[src/rtl/pll_lock_sequencer_if.sv]
// Control/status bundle between the PLL lock sequencer and its environment.
// The slave side is the sequencer; the master side drives restart and the raw lock.
`timescale 1ns/1ps

interface pll_lock_sequencer_if;
   logic       restart;
   logic       pll_locked;
   logic       pll_resetb;
   logic       sys_reset;
   logic       ready;
   logic       fault;
   logic [3:0] retry_count;
   logic [7:0] relock_count;

   modport master (
      output restart, pll_locked,
      input  pll_resetb, sys_reset, ready, fault, retry_count, relock_count
   );

   modport slave (
      input  restart, pll_locked,
      output pll_resetb, sys_reset, ready, fault, retry_count, relock_count
   );
endinterface

[src/rtl/pll_lock_sequencer.sv]
// PLL bring-up/recovery sequencer running on the 12 MHz reference clock.
// Holds the PLL in reset, qualifies lock, then releases sys_reset; MAX_RETRIES must be 1..15.
`timescale 1ns/1ps

module pll_lock_sequencer #(
   parameter int RESET_HOLD    = 12,
   parameter int LOCK_TIMEOUT  = 1200,
   parameter int LOCK_STABLE   = 1024,
   parameter int RELEASE_DELAY = 16,
   parameter int MAX_RETRIES   = 3
) (
   input  logic                  clock_in,
   input  logic                  reset,
   pll_lock_sequencer_if.slave   bus
);

   localparam int LEN_A   = (RESET_HOLD > LOCK_TIMEOUT) ? RESET_HOLD : LOCK_TIMEOUT;
   localparam int LEN_B   = (LOCK_STABLE > RELEASE_DELAY) ? LOCK_STABLE : RELEASE_DELAY;
   localparam int LEN_MAX = (LEN_A > LEN_B) ? LEN_A : LEN_B;
   localparam int CNT_W   = $clog2(LEN_MAX) + 1;

   localparam logic [CNT_W-1:0] HOLD_END    = CNT_W'(RESET_HOLD - 1);
   localparam logic [CNT_W-1:0] TIMEOUT_END = CNT_W'(LOCK_TIMEOUT - 1);
   localparam logic [CNT_W-1:0] STABLE_END  = CNT_W'(LOCK_STABLE - 1);
   localparam logic [CNT_W-1:0] RELEASE_END = CNT_W'(RELEASE_DELAY - 1);

   typedef enum logic [2:0] {
      S_RESET_PLL,
      S_WAIT_LOCK,
      S_STABILIZE,
      S_RELEASE,
      S_RUN,
      S_FAULT
   } state_t;

   state_t           r_state;
   state_t           w_state_next;
   logic [CNT_W-1:0] r_cnt;
   logic [1:0]       r_sync;
   logic             r_pll_resetb;
   logic             r_sys_reset;
   logic             r_ready;
   logic             r_fault;
   logic [3:0]       r_retry;
   logic [7:0]       r_relock;
   logic [3:0]       w_retry_next;
   logic [7:0]       w_relock_next;
   logic [3:0]       w_retry_inc;
   logic             w_lock_s;
   logic             w_cnt_clr;

   assign w_lock_s    = r_sync[1];
   assign w_retry_inc = r_retry + 4'd1;

   // Every entry (including restart re-entering RESET_PLL) restarts the dwell window.
   assign w_cnt_clr = bus.restart || (w_state_next != r_state);

   // NOTE: every signal written here gets a default first, so no path leaves it unassigned and no latch is inferred.
   always_comb begin
      w_state_next  = r_state;
      w_retry_next  = r_retry;
      w_relock_next = r_relock;

      if (bus.restart) begin
         w_state_next = S_RESET_PLL;
         w_retry_next = 4'd0;
      end else begin
         unique case (r_state)
            S_RESET_PLL: begin
               if (r_cnt == HOLD_END) w_state_next = S_WAIT_LOCK;
            end
            S_WAIT_LOCK: begin
               if (w_lock_s) begin
                  w_state_next = S_STABILIZE;
               end else if (r_cnt == TIMEOUT_END) begin
                  w_retry_next = w_retry_inc;
                  w_state_next = (w_retry_inc == 4'(MAX_RETRIES)) ? S_FAULT : S_RESET_PLL;
               end
            end
            S_STABILIZE: begin
               if (!w_lock_s)                 w_state_next = S_WAIT_LOCK;
               else if (r_cnt == STABLE_END)  w_state_next = S_RELEASE;
            end
            S_RELEASE: begin
               if (!w_lock_s) begin
                  w_state_next = S_WAIT_LOCK;
               end else if (r_cnt == RELEASE_END) begin
                  w_state_next = S_RUN;
                  w_retry_next = 4'd0;
               end
            end
            S_RUN: begin
               if (!w_lock_s) begin
                  w_state_next = S_RESET_PLL;
                  if (r_relock != 8'hFF) w_relock_next = r_relock + 8'd1;
               end
            end
            S_FAULT: begin
               w_state_next = S_FAULT;
            end
            default: begin
               w_state_next = S_RESET_PLL;
            end
         endcase
      end
   end

   // NOTE: sequential state uses non-blocking assignments so every flop samples pre-edge values.
   always_ff @(posedge clock_in or posedge reset) begin
      if (reset) begin
         r_sync       <= 2'b00;
         r_state      <= S_RESET_PLL;
         r_cnt        <= '0;
         r_pll_resetb <= 1'b0;
         r_sys_reset  <= 1'b1;
         r_ready      <= 1'b0;
         r_fault      <= 1'b0;
         r_retry      <= 4'd0;
         r_relock     <= 8'd0;
      end else begin
         r_sync       <= {r_sync[0], bus.pll_locked};
         r_state      <= w_state_next;
         r_cnt        <= w_cnt_clr ? '0 : r_cnt + CNT_W'(1);
         r_retry      <= w_retry_next;
         r_relock     <= w_relock_next;
         // Outputs decode the next state so they change on the same edge as the state.
         r_pll_resetb <= (w_state_next != S_RESET_PLL) && (w_state_next != S_FAULT);
         r_sys_reset  <= (w_state_next != S_RUN);
         r_ready      <= (w_state_next == S_RUN);
         r_fault      <= (w_state_next == S_FAULT);
      end
   end

   assign bus.pll_resetb   = r_pll_resetb;
   assign bus.sys_reset    = r_sys_reset;
   assign bus.ready        = r_ready;
   assign bus.fault        = r_fault;
   assign bus.retry_count  = r_retry;
   assign bus.relock_count = r_relock;

endmodule

[src/flat_wrapper.sv]
// flat-port wrapper written by rule: the top's interface ports become plain ports
module pll_lock_sequencer_flat 
#(
   parameter int RESET_HOLD    = 12,
   parameter int LOCK_TIMEOUT  = 1200,
   parameter int LOCK_STABLE   = 1024,
   parameter int RELEASE_DELAY = 16,
   parameter int MAX_RETRIES   = 3
)
  (clock_in, reset, bus_restart, bus_pll_locked, bus_pll_resetb, bus_sys_reset, bus_ready, bus_fault, bus_retry_count, bus_relock_count);
  pll_lock_sequencer_if bus_i ();
  input  logic clock_in;
  input  logic reset;
  input wire logic [$bits(bus_i.restart)-1:0] bus_restart;
  input wire logic [$bits(bus_i.pll_locked)-1:0] bus_pll_locked;
  output wire logic [$bits(bus_i.pll_resetb)-1:0] bus_pll_resetb;
  output wire logic [$bits(bus_i.sys_reset)-1:0] bus_sys_reset;
  output wire logic [$bits(bus_i.ready)-1:0] bus_ready;
  output wire logic [$bits(bus_i.fault)-1:0] bus_fault;
  output wire logic [$bits(bus_i.retry_count)-1:0] bus_retry_count;
  output wire logic [$bits(bus_i.relock_count)-1:0] bus_relock_count;
  assign bus_i.restart = bus_restart;
  assign bus_i.pll_locked = bus_pll_locked;
  assign bus_pll_resetb = bus_i.pll_resetb;
  assign bus_sys_reset = bus_i.sys_reset;
  assign bus_ready = bus_i.ready;
  assign bus_fault = bus_i.fault;
  assign bus_retry_count = bus_i.retry_count;
  assign bus_relock_count = bus_i.relock_count;
  pll_lock_sequencer #(.RESET_HOLD(RESET_HOLD), .LOCK_TIMEOUT(LOCK_TIMEOUT), .LOCK_STABLE(LOCK_STABLE), .RELEASE_DELAY(RELEASE_DELAY), .MAX_RETRIES(MAX_RETRIES)) u_core (.clock_in(clock_in), .reset(reset), .bus(bus_i));
endmodule
[config.mk]
export PLATFORM = sky130hd
export DESIGN_NAME = pll_lock_sequencer_flat
export DESIGN_NICKNAME = d
export VERILOG_FILES = /design/src/rtl/pll_lock_sequencer_if.sv /design/src/rtl/pll_lock_sequencer.sv /design/src/flat_wrapper.sv
export SDC_FILE = /design/constraint.sdc
export NUM_CORES = 1
export LEC_CHECK = 0
export CAP_MARGIN = 10
export CORE_UTILIZATION = 55
export CTS_BUF_LIST = sky130_fd_sc_hd__clkbuf_4 sky130_fd_sc_hd__clkbuf_8
export DETAILED_ROUTE_END_ITERATION = 8
export PLACE_DENSITY = 0.79
export SYNTH_ARGS = -nofsm -noshare
export SYNTH_HDL_FRONTEND = slang
export SYNTH_SLANG_ARGS = --single-unit
[constraint.sdc]
create_clock -name clock_in -period 5.6 [get_ports clock_in]
set_clock_uncertainty 0.1 [all_clocks]
set_input_delay 0.56 -clock clock_in [delete_from_list [all_inputs] [get_ports clock_in]]
set_output_delay 0.56 -clock clock_in [all_outputs]
set_load 0.05 [all_outputs]
* Yosys cells after proc, flatten, opt, wreduce, memory -nomap -nowiden
Cells that the tools add are included.
** Word-level totals
- Register bits after elaboration :: 33
- Input bits :: 4
- Word-level logic and storage cells :: 59
** Cells by class
- $add $sub $neg :: 3
- Eq/ne operators :: 20
- Muxes and demuxes :: 18
- Bitwise operators :: 2
- Reduce and logical (&&, ||, !) cells :: 7
** Operator list (number)
- 2-to-1 mux 3 bit :: 10
- equality test 12 x 4 -> 1 bit, second input constant :: 2
- 2-to-1 mux 4 bit :: 5
- one-hot mux 3 bit (6 select lines) :: 1
- adder 12 x 1 -> 12 bit, second input constant :: 1
- equality test 12 x 10 -> 1 bit, second input constant :: 1
- equality test 12 x 11 -> 1 bit, second input constant :: 1
- equality test 3 bit, second input constant :: 4
- 2-to-1 mux 12 bit :: 1
- != test 3 x 2 -> 1 bit, second input constant :: 3
- != test 3 bit, second input constant :: 3
- adder 8 x 1 -> 8 bit, second input constant :: 1
- != test 8 bit, second input constant :: 1
- one-hot mux 4 bit (2 select lines) :: 1
- equality test 3 x 2 -> 1 bit, second input constant :: 2
- nonzero test 3 bit :: 2
- AND reduction 5 bit :: 1
- adder 4 x 1 -> 4 bit, second input constant :: 1
- equality test 4 x 2 -> 1 bit, second input constant :: 1
- AND reduction 4 bit :: 1
- equality test 3 x 1 -> 1 bit, second input constant :: 1
- logical NOT 3 bit :: 1
- != test 3 bit :: 1
- inverter 1 bit :: 2
- other kinds (2) :: 2

* Logic depth before layout (Yosys ltp)
- Depth after elaboration :: 10
- Gate-level depth with buffers :: 8
- Gate-level depth less buffers :: 8

* Least setup slack after synthesis
Ideal clock, no wire load.
- Path type :: reg-to-reg
- From :: register u_core.r_retry[0], in the netlist u_core.bus.retry_count[0]
- To :: register u_core.r_cnt[0]
- Library setup time :: 0.079 ns
- Data arrival time :: 2.429 ns
- Data required time :: 5.421 ns
- Path slack :: 2.992 ns
- Cell stages (with the launch flop) :: 8
- Path buffers :: 1
- Cell sequence :: dfrtp_1 -> ha_1 -> or4b_2 -> o31ai_1 -> a31oi_1 -> a41oi_1 -> buf_4 -> mux2i_1
** Between the ends
- Word-level cells in the longest chain between the ends :: 10
** RTL lines
- start: declaration :: RTL line pll_lock_sequencer.sv:44 : logic [3:0] r_retry;
- start signal: assignment :: RTL line pll_lock_sequencer.sv:124 : r_retry <= w_retry_next;
- adder 4 x 1 -> 4 bit :: RTL line pll_lock_sequencer.sv:53 : assign w_retry_inc = r_retry + 4'd1;
- equality test 4 x 2 -> 1 bit :: RTL line pll_lock_sequencer.sv:77 : w_state_next = (w_retry_inc == 4'(MAX_RETRIES)) ? S_FAULT : S_RESET_PLL;
- 2-to-1 mux 3 bit :: RTL line pll_lock_sequencer.sv:77
- 2-to-1 mux 3 bit :: RTL line pll_lock_sequencer.sv:75 : end else if (r_cnt == TIMEOUT_END) begin
- 2-to-1 mux 3 bit :: RTL line pll_lock_sequencer.sv:73 : if (w_lock_s) begin
- one-hot mux 3 bit (6 select lines) :: RTL line pll_lock_sequencer.sv:68 : unique case (r_state)
- 2-to-1 mux 3 bit :: RTL line pll_lock_sequencer.sv:64 : if (bus.restart) begin
- via u_core.w_state_next[0] :: RTL line pll_lock_sequencer.sv:37 : state_t w_state_next;
- != test 3 bit :: RTL line pll_lock_sequencer.sv:56 : assign w_cnt_clr = bus.restart || (w_state_next != r_state);
- logical OR 1 bit :: RTL line pll_lock_sequencer.sv:56
- 2-to-1 mux 12 bit :: RTL line pll_lock_sequencer.sv:123 : r_cnt <= w_cnt_clr ? '0 : r_cnt + CNT_W'(1);
- end signal: assignment :: RTL line pll_lock_sequencer.sv:123
- end: declaration :: RTL line pll_lock_sequencer.sv:38 : logic [CNT_W-1:0] r_cnt;
The timed path passes the listed nets, and every way through them passes these cells.
A chain may end at the register's enable or synchronous reset.

* Worst setup path in the final report
- From :: register u_core.r_cnt[4]
- To :: register u_core.r_cnt[7]
** Between the ends
- Word-level cells in the longest chain between the ends :: 8
- Elaborated cells on any way between the ends :: 17
- Those cells by class :: add/sub (1); eq/ne (5); mux (10); reduce/logical (1)
** RTL lines
- equality test 12 x 4 -> 1 bit (tied with other cells) :: RTL line pll_lock_sequencer.sv:87 : end else if (r_cnt == RELEASE_END) begin
- 2-to-1 mux 3 bit (on tied branches) :: RTL line pll_lock_sequencer.sv:87, pll_lock_sequencer.sv:75, pll_lock_sequencer.sv:82
- 2-to-1 mux 3 bit (on tied branches) :: RTL line pll_lock_sequencer.sv:85, pll_lock_sequencer.sv:81, pll_lock_sequencer.sv:73
- one-hot mux 3 bit (6 select lines) :: RTL line pll_lock_sequencer.sv:68
- 2-to-1 mux 3 bit :: RTL line pll_lock_sequencer.sv:64
- != test 3 bit :: RTL line pll_lock_sequencer.sv:56
- logical OR 1 bit :: RTL line pll_lock_sequencer.sv:56
- 2-to-1 mux 12 bit * :: RTL line pll_lock_sequencer.sv:123
Mark *: on every way between the ends. The rest lies on a longest branch, timed or not.

==> impl_metrics.env <==
export IMPL_postCtsSetupBuffers=0
export IMPL_power_static_leakage_nw=0.902
export IMPL_cts_tree="yes"
export IMPL_layout_commonest_cell="dfrtp_1"
export IMPL_end_kind="flip-flop"
export IMPL_cts_root_buf="clkbuf_4"
export IMPL_power_per_cell_area_nw_per_um2=191
export IMPL_fp_dieH_um=59.5
export IMPL_numCtsBuffers=5
export IMPL_worst_ir_drop_vdd_mv=0.115
export IMPL_worst_path_max_fanout=7
export IMPL_synth_seq_cells=33
export IMPL_final_setup_tns_ns=0
export IMPL_max_freq_mhz=321
export IMPL_syn_nets=199
export IMPL_first_iter_violations=55
export IMPL_nets=222
export IMPL_grt_ovfl_total=0
export IMPL_groute_usage_overall=0.237
export IMPL_report_final_setup_viol=0
export IMPL_routedWlPerCell_um=14.1
export IMPL_synth_edf_count=0
export IMPL_timing_max_cap_violations=0
export IMPL_min_path_type="flip-flop to flip-flop"
export IMPL_layout_cell_share_with_drive_strength_beyond_1=0.0841
export IMPL_synth_area_um2=1820
export IMPL_clkSlewWorstSetupHoldPaths_ns=0.09
export IMPL_start_kind="flip-flop"
export IMPL_worst_skew_pair_late_latency_ns=0.34
export IMPL_first_global_vias=1368
export IMPL_layout_cells_most_common_list="dfrtp_1, nand2_1, clkdlybuf4s50_1"
export IMPL_fp_row_count=20
export IMPL_cts_sink_count=33
export IMPL_layout_min_cycle_time_ns=3.11
export IMPL_critical_path_required_ns=5.76
export IMPL_finalWeightedCongestion=0.889
export IMPL_area_inside_the_core_boundary_um2=3100
export IMPL_die_area_um2=3540
export IMPL_worst_setup_path_type="flip-flop to flip-flop"
export IMPL_finalMaxSlewViolations=0
export IMPL_count_of_warnings_emitted_by_yosys=0
export IMPL_grt_pass1_wl_um=6180
export IMPL_chipWidth_um=59.5
export IMPL_buffer_ports_inserted=19
export IMPL_ctsResizeCount=0
export IMPL_grt_start_max_net_pins=34
export IMPL_start_util=0.587
export IMPL_synthFlopType="dfrtp_1"
export IMPL_final_period_utilization=0.556
export IMPL_syn_mean_instance_area_um2=9.53
export IMPL_pin_count=20
export IMPL_detail_route_first_pass_iterations=5
export IMPL_worst_hold_slack_ns=0.255
export IMPL_vias=1479
export IMPL_ys_seq_area_frac=0.454
export IMPL_timing_final_hold_violations=0
export IMPL_status="completed"
export IMPL_n_antenna_cell=0
export IMPL_viasPerCell=5.73
export IMPL_dpl_hpwl_um=2600
export IMPL_drc_markers=0
export IMPL_htree_num_levels=2
export IMPL_areaGrowthSynthToFinish_pct=16.5
export IMPL_async_flop_share=1.00
export IMPL_rsz0062_at_grt="no"
export IMPL_route_antenna_remaining_nets=0
export IMPL_utilization=0.683
export IMPL_synth_distinct_cells=44
export IMPL_worst_slew_margin_rel=0.448
export IMPL_grt_antenna_before_repair=0
export IMPL_worstPathArrival_ns=3.28
export IMPL_cts_hold_fix_buffers=0
export IMPL_wl_um=3640
export IMPL_maximum_buffer_depth_of_the_clock_tree=2
export IMPL_tightest_slew_ns=0.821
export IMPL_synthCells=191
==> critical path, cell delays in order, from the launching register on <==
cell,delay [ns]
dfrtp_1,0.46
or4_1,0.56
nor4_1,0.70
a31oi_1,0.27
a41oi_1,0.47
buf_4,0.28
mux2i_1,0.21
==> worst paths after layout <==
path	to	slack, ns	start	depth (start not counted)
setup reg to reg	u_core.r_cnt[7]	2.49	u_core.r_cnt[4]	6
setup / recovery	u_core.r_cnt[7]	2.49	u_core.r_cnt[4]	6
max in group asynchronous	u_core.bus.sys_reset	4.56	reset	3
hold / removal	u_core.r_sync[1]	0.25	u_core.r_sync[0]	0
hold reg to reg	u_core.r_sync[1]	0.25	u_core.r_sync[0]	0
min in group asynchronous	u_core.bus.relock_count[3]	0.51	reset	3
==> Yosys cell counts (3+ instances only) <==
master,count,area share
dfrtp_1,32,0.44
nand2_1,19,0.039
nand3_1,18,0.049
nor2_1,15,0.031
xnor2_1,13,0.063
nand4_1,12,0.041
inv_1,7,0.014
mux2i_1,6,0.033
nor3_1,6,0.016
clkbuf_1,5,0.010
xor2_1,5,0.024
ha_1,4,0.027
o21ai_1,4,0.011
or4_1,4,0.016
nor2b_1,3,0.010
==> layer usage <==
metal,GRT usage,up-vias,share of wire
met4,0.0598,0,0.0085
li1,-,735,-
met5,0,-,0
met1,0.302,696,0.46
met2,0.392,44,0.47
met3,0.0721,4,0.055
==> report_power, final <==
part           internal [mW]  switching, mW
clock                 0.0640         0.0745
sequential             0.241        0.00309
combinational        0.00801         0.0141
==> registers in the layout, summed over array words and instances, names as in the netlist <==
signal,count
u_core.bus.sys_reset,1
u_core.r_cnt,12
u_core.bus.ready,1
u_core.r_state,3
u_core.bus.fault,1
u_core.bus.pll_resetb,1
u_core.bus.retry_count,4
u_core.r_sync,2
u_core.bus.relock_count,8
==> through the flow <==
step / power [mW] / instances / setup slack [ns] / area, µm²
after floorplan: 0.263 / 191 / 2.99 / 1820
after global placement: 0.270 / 250 / 2.37 / 2050
after detailed placement: 0.271 / 250 / 2.14 / 2050
after CTS: 0.412 / 257 / 2.15 / 2110
after global routing: 0.426 / 258 / 2.29 / 2120
final: 0.405 / 258 / 2.49 / 2120
==> area by class of cell <==
type	count	area, µm²
fillers	261	982
multi-input cells	143	933
flip-flops and latches	33	827
repair buffers	22	213
clock buffers	7	58.8
well taps	44	55.1
inverters	9	33.8
==> cell families after synthesis <==
group | synth area share
simple gates | 0.260
buf+inv | 0.0330
compound gates | 0.106
xor+xnor | 0.0866
fa+ha+maj | 0.0275
mux | 0.0330
flops | 0.454
(Power assumes the default switching activity.)
